===== src/rtl/spi_slave.sv =====
// SPI slave front-end with a 64 x 12-bit register file.
// sclk, cs_n and mosi are oversampled in the sys_clk domain. 32-bit frames
// arrive LSB first. A read frame loads a response word, and that word is
// shifted out on miso during the following frame.
module spi_slave #(
  parameter int SYNC_STAGES = 2,
  parameter int NUM_REGS    = 64,
  parameter int DATA_W      = 12
) (
  input  logic sys_clk,
  input  logic rstn,
  input  logic sclk,
  input  logic cs_n,
  input  logic mosi,
  output logic miso
);

  localparam int ADDR_W = $clog2(NUM_REGS);
  localparam int FRAME_W = 32;
  localparam logic [5:0] CNT_FULL = 6'd32;
  localparam logic [5:0] CNT_SAT  = 6'd33;

  // Synchronizer chains. Index 0 samples the pin, and the top index is the
  // synchronized value. All three chains have the same depth, so mosi stays
  // aligned with the sclk edge that samples it.
  logic [SYNC_STAGES-1:0] sclk_sync;
  logic [SYNC_STAGES-1:0] cs_sync;
  logic [SYNC_STAGES-1:0] mosi_sync;

  logic sclk_s, cs_s, mosi_s;
  logic sclk_d, cs_d;

  logic sclk_rise, cs_rise, cs_fall, frame_active, take_bit;

  logic [FRAME_W-1:0] rx_shift, rx_next;
  logic [5:0]         bit_cnt, cnt_next;
  logic [FRAME_W-1:0] tx_shift;
  logic [FRAME_W-1:0] resp;

  logic [DATA_W-1:0]  regs [NUM_REGS];

  logic               commit;
  logic               rx_rwb;
  logic [ADDR_W-1:0]  rx_addr;
  logic [DATA_W-1:0]  rx_data;

  // Shift the pins into the synchronizer chains. Reset puts the chains in the idle bus state.
  // NOTE: state is registered with non-blocking assignments so every flop
  // samples its pre-edge inputs, independent of statement order.
  always_ff @(posedge sys_clk or negedge rstn) begin
    if (!rstn) begin
      sclk_sync <= '0;
      cs_sync   <= '1;
      mosi_sync <= '0;
    end else begin
      sclk_sync[0] <= sclk;
      cs_sync[0]   <= cs_n;
      mosi_sync[0] <= mosi;
      for (int i = 1; i < SYNC_STAGES; i++) begin
        sclk_sync[i] <= sclk_sync[i-1];
        cs_sync[i]   <= cs_sync[i-1];
        mosi_sync[i] <= mosi_sync[i-1];
      end
    end
  end

  assign sclk_s = sclk_sync[SYNC_STAGES-1];
  assign cs_s   = cs_sync[SYNC_STAGES-1];
  assign mosi_s = mosi_sync[SYNC_STAGES-1];

  // Hold the previous synchronized sclk and cs_n levels for edge detection.
  always_ff @(posedge sys_clk or negedge rstn) begin
    if (!rstn) begin
      sclk_d <= 1'b0;
      cs_d   <= 1'b1;
    end else begin
      sclk_d <= sclk_s;
      cs_d   <= cs_s;
    end
  end

  assign sclk_rise = sclk_s & ~sclk_d;
  assign cs_rise   = cs_s & ~cs_d;
  assign cs_fall   = ~cs_s & cs_d;
  // The frame still counts as open in the cycle where cs_n rises. A final
  // sclk rise detected in that same cycle is therefore taken before the commit.
  assign frame_active = ~cs_s | ~cs_d;
  assign take_bit     = sclk_rise & frame_active;

  // Next receive state: LSB-first shift into bit 31, and a counter that saturates at 33.
  // NOTE: every always_comb output gets a default first, so no path leaves it
  // unassigned and no latch is inferred.
  always_comb begin
    rx_next  = rx_shift;
    cnt_next = bit_cnt;
    if (take_bit) begin
      rx_next = {mosi_s, rx_shift[FRAME_W-1:1]};
      if (bit_cnt != CNT_SAT) cnt_next = bit_cnt + 6'd1;
    end
  end

  assign commit  = cs_rise && (cnt_next == CNT_FULL);
  assign rx_rwb  = rx_next[0];
  assign rx_addr = rx_next[8 +: ADDR_W];
  assign rx_data = rx_next[16 +: DATA_W];

  // Receive shifter and bit counter. The counter clears when cs_n rises.
  always_ff @(posedge sys_clk or negedge rstn) begin
    if (!rstn) begin
      rx_shift <= '0;
      bit_cnt  <= '0;
    end else begin
      rx_shift <= rx_next;
      bit_cnt  <= cs_rise ? 6'd0 : cnt_next;
    end
  end

  // Register file. A committed write frame updates one entry.
  // NOTE: this storage has to read back as zero after reset, so every entry is
  // cleared explicitly. That makes it a flop array rather than a RAM macro.
  always_ff @(posedge sys_clk or negedge rstn) begin
    if (!rstn) begin
      for (int i = 0; i < NUM_REGS; i++) regs[i] <= '0;
    end else if (commit && !rx_rwb) begin
      regs[rx_addr] <= rx_data;
    end
  end

  // Response buffer. A read loads the formatted reply, and a write clears it.
  always_ff @(posedge sys_clk or negedge rstn) begin
    if (!rstn) begin
      resp <= '0;
    end else if (commit) begin
      if (rx_rwb) resp <= {4'h0, regs[rx_addr], 2'b00, rx_addr, 7'h00, 1'b1};
      else        resp <= '0;
    end
  end

  // Transmit shifter. It loads at frame start and advances after the master samples each bit.
  always_ff @(posedge sys_clk or negedge rstn) begin
    if (!rstn) begin
      tx_shift <= '0;
    end else if (cs_fall) begin
      tx_shift <= resp;
    end else if (take_bit) begin
      tx_shift <= {1'b0, tx_shift[FRAME_W-1:1]};
    end
  end

  // miso is gated by the raw chip select so the line is quiet as soon as the master deselects.
  assign miso = ~cs_n & tx_shift[0];

endmodule


===== config.mk =====
export PLATFORM = sky130hd
export DESIGN_NAME = spi_slave
export DESIGN_NICKNAME = d
export VERILOG_FILES = /design/src/rtl/spi_slave.sv
export SDC_FILE = /design/constraint.sdc
export NUM_CORES = 2
export LEC_CHECK = 0
export BUFFER_PORTS_ARGS = -buffer_cell sky130_fd_sc_hd__buf_2
export CORE_MARGIN = 1.5
export CORE_UTILIZATION = 45
export CTS_CLUSTER_DIAMETER = 30
export DETAILED_ROUTE_END_ITERATION = 16
export GPL_ROUTABILITY_DRIVEN = 0
export PLACE_DENSITY = 0.59
export SYNTH_ARGS = -nofsm -noshare
export SYNTH_HDL_FRONTEND = slang
export SYNTH_SLANG_ARGS = --single-unit

===== constraint.sdc =====
create_clock -name sys_clk -period 4.05 [get_ports sys_clk]
set_clock_uncertainty 0.1 [all_clocks]
set_input_delay 0.81 -clock sys_clk [delete_from_list [all_inputs] [get_ports sys_clk]]
set_output_delay 0.81 -clock sys_clk [all_outputs]
set_load 0.005 [all_outputs]

==> qor.txt <==
status: finished, final reports clean
core box area: 85000 um^2
Crit Path Class: flop to flop
Tightest Pin Transition: 1.22 ns
DRC: 0
Cell Area, Placed: 40500 um^2
crit path cell chain: nand2_1 -> and3_1 -> or3_1 -> buf_4 -> o22ai_1 -> nor3_1 -> a21oi_1 -> a2111oi_2 -> buf_4 -> a22o_1
CTS Buffer Depth: 3
Die Y: 296 um
DR pass1 iterations: 5
Most common cell on crit path: buf_4
Starting DRT DRC Count: 2755
first-pass GRT wire length: 187000 um
Final TNS setup: 0 ns
HPWL Detailed: 72400 um
Worst EP arrival: 4.53 ns
share of cells above drive strength 1: 15.5%
Worst-Skew Late Latency: 0.76 ns
pwr dens: 560 nW/um^2
htree depth: 4
Startpoint Class: flop
Main synth FF type: dfrtp_1
Num CTS Buffers: 185
largest family of logic cells by synthesized area: compound AO/OA/AOI/OAI gates
largest net degree at the start of global routing: 93
yosys warns: 0
adder-cell share of the synthesized area: 0.0650%
Finished Layout Cells: 5286
Max stage delay on crit path: 0.64 ns
Hold Vio Cnt, Final: 0
# diodes: 0
pre-CTS setup slack: -0.307 ns
number of synthesized register bits: 861
most frequent cells in the layout: nand2_1, dfrtp_1, o21ai_1
Root Buffer Master: clkbuf_16
crit-path max FO: 12
total vias in the final route: 30500
worst hold path type: input port to asynchronous set/reset pin
Peak VDD IR: 0.470 mV
Synth async-reset ratio: 100%
gr ovfl total: 0
post-synthesis mux area share: 1.63%
Starting Density: 45.3%
final wirelength: 119000 um
vias in the first global route: 30000
number of synthesized flops with an enable pin: 0
Setup crit end kind: flop
FP Rows: 107
final setup fails: 0
compound-gate portion of the synthesized area: 19.4%
XOR/XNOR Fraction of Synth Area: 0.114%
DP Cell Count: 4938
commonest non-fill, non-tap cell in the layout: nand2_1
Final Critical Period: 3.93 ns
unrepaired setup endpoints after global routing: false
Crit-path slowest cell: a2111oi_2
Leak Pwr: 0.0210 uW
synthesized netlist cell count: 3968
Fillers: 7337
Nets: 3988
syn_area_per_cell: 9.70 um^2
Area Growth Syn to Fin: 23.2%
clock slew at reported path FFs: 0.05 ns
Setup Buffers After CTS: 0
Mapped Area: 38500 um^2
IO Pins: 6
Simple-Gate Fraction of Synth Area: 17.9%
library cells used by synthesis: 76
initial antenna violation count: 0
total track usage: 28.1%
Via density: 5.77
die area: 87300 um^2
f_max: 254 MHz
number of routed nets with antenna violations: 0
period utilization: 97.0%
clock sinks: 861
Die W: 296 um
Port-buffer cells: 5
max-slew violations: 0
sequential fraction of the synthesis area: 56.0%
final std cell area, no fill: 47400 um^2
final setup margin: 0.120 ns
post-detailed-route wirelength per cell: 22.6 um
Syn Nets: 3975
Max-cap violations: 0
Max-slew headroom: 18.6%
TritonCTS clock tree: yes
worst path required time: 4.65 ns
## power by group
| group | total (uW) | internal (uW) | switching (uW) |
|---|---|---|---|
| logic | 1500 | 266 | 1240 |
| clock network | 16300 | 11200 | 5090 |
| registers | 8750 | 8680 | 71.4 |
| total | 26600 | 20200 | 6400 |
## stage by stage
| step | util (%) | power [uW] | hold WS [ns] |
|---|---|---|---|
| 2_1_floorplan | - | 9490 | 0.231 |
| 4_1_cts | 55.8 | 26800 | 0.0205 |
| 3_3_place_gp | 47.7 | 10400 | 0.249 |
| 6_report | 55.8 | 26600 | 0.0110 |
| 5_1_grt | 55.8 | 27300 | 0.0385 |
| 3_5_place_dp | 47.7 | 10400 | 0.242 |
## registers in the layout (all words and copies together) (netlist names)
name and cells:
tx_shift 28, sclk_d 1, mosi_sync 2, rx_shift 32
bit_cnt 6, sclk_sync 2, cs_sync 2, regs 768
resp 19, cs_d 1
## cells by family (layout without fill, tap and decap cells)
| kind of cell | count (synthesis) | count (layout) |
|---|---|---|
| buf+inv | 399 | 573 |
| simple gates | 1372 | 1372 |
| fa+ha+maj | 2 | 2 |
| compound gates | 1270 | 1270 |
| mux | 59 | 59 |
| flops | 861 | 861 |
| xor+xnor | 5 | 5 |
## final cells by class
cell class | instances | area [um^2] | share of cell area, %
repair buffers | 201 | 2120 | 4.47
well taps | 1144 | 1430 | 3.02
flip-flops and latches | 861 | 21500 | 45.4
clock buffers | 237 | 5130 | 10.8
multi-input cells | 2708 | 15300 | 32.3
clock inverters | 111 | 1760 | 3.71
inverters | 24 | 103 | 0.216
## synthesized netlist by cell type, drive strengths merged (10+ instances only)
cell type | count | share of area [%]
or4 | 13 | 0.25
nand2 | 978 | 9.6
nor3 | 32 | 0.60
a211oi | 129 | 2.5
clkbuf | 173 | 1.7
a21oi | 50 | 0.67
inv | 24 | 0.25
mux2i | 59 | 1.6
buf | 202 | 3.0
a21o | 26 | 0.51
o22ai | 107 | 1.7
o221ai | 22 | 0.50
a31oi | 10 | 0.18
o21ai | 801 | 10
o2111ai | 13 | 0.30
and3 | 126 | 2.0
dfrtp | 858 | 56
a32oi | 52 | 1.2
nor4 | 38 | 0.63
nor2 | 65 | 0.65
nand3 | 19 | 0.25
o22a | 17 | 0.39
nand4 | 68 | 3.3
## worst max-delay path, delay by kind of cell (launching register included)
family | cells | cell delay, ns
compound gates | 4 | 1.05
flops | 1 | 0.39
simple gates | 4 | 1.78
buf+inv | 2 | 0.52
## metal layers
metal / up-vias / routed length, um / track usage (%)
li1: 14300 / - / -
met1: 15100 / 55000 / 40.6
met2: 919 / 53900 / 42.5
met3: 197 / 7390 / 5.25
met4: 0 / 3130 / 9.51
met5: - / 0 / 0
## path summary, 6_finish.rpt
path,startpoint,endpoint,slack (ns),depth (start not counted)
worst max-delay path,cs_sync[1]$_DFF_PN1_,resp[21]$_DFFE_PN0P_,0.12,10
min in group sys_clk,sclk,sclk_sync[0]$_DFF_PN0_,0.06,1
worst max register to register,cs_sync[1]$_DFF_PN1_,resp[21]$_DFFE_PN0P_,0.12,10
worst min-delay path,rstn,regs[0]$_DFFE_PN0P_,0.01,1
worst min register to register,mosi_sync[0]$_DFF_PN0_,mosi_sync[1]$_DFF_PN0_,0.26,0
max in group asynchronous,rstn,regs[454]$_DFFE_PN0P_,2.79,2
## timing repair
action | 4_1_cts | 5_1_grt
gates resized for setup | 2 | 0
endpoints found under the setup margin | 1 | 0
endpoints found under the hold margin | 0 | 0
hold buffers | 0 | 0
Note: power is estimated with default switching activity, not from simulation.
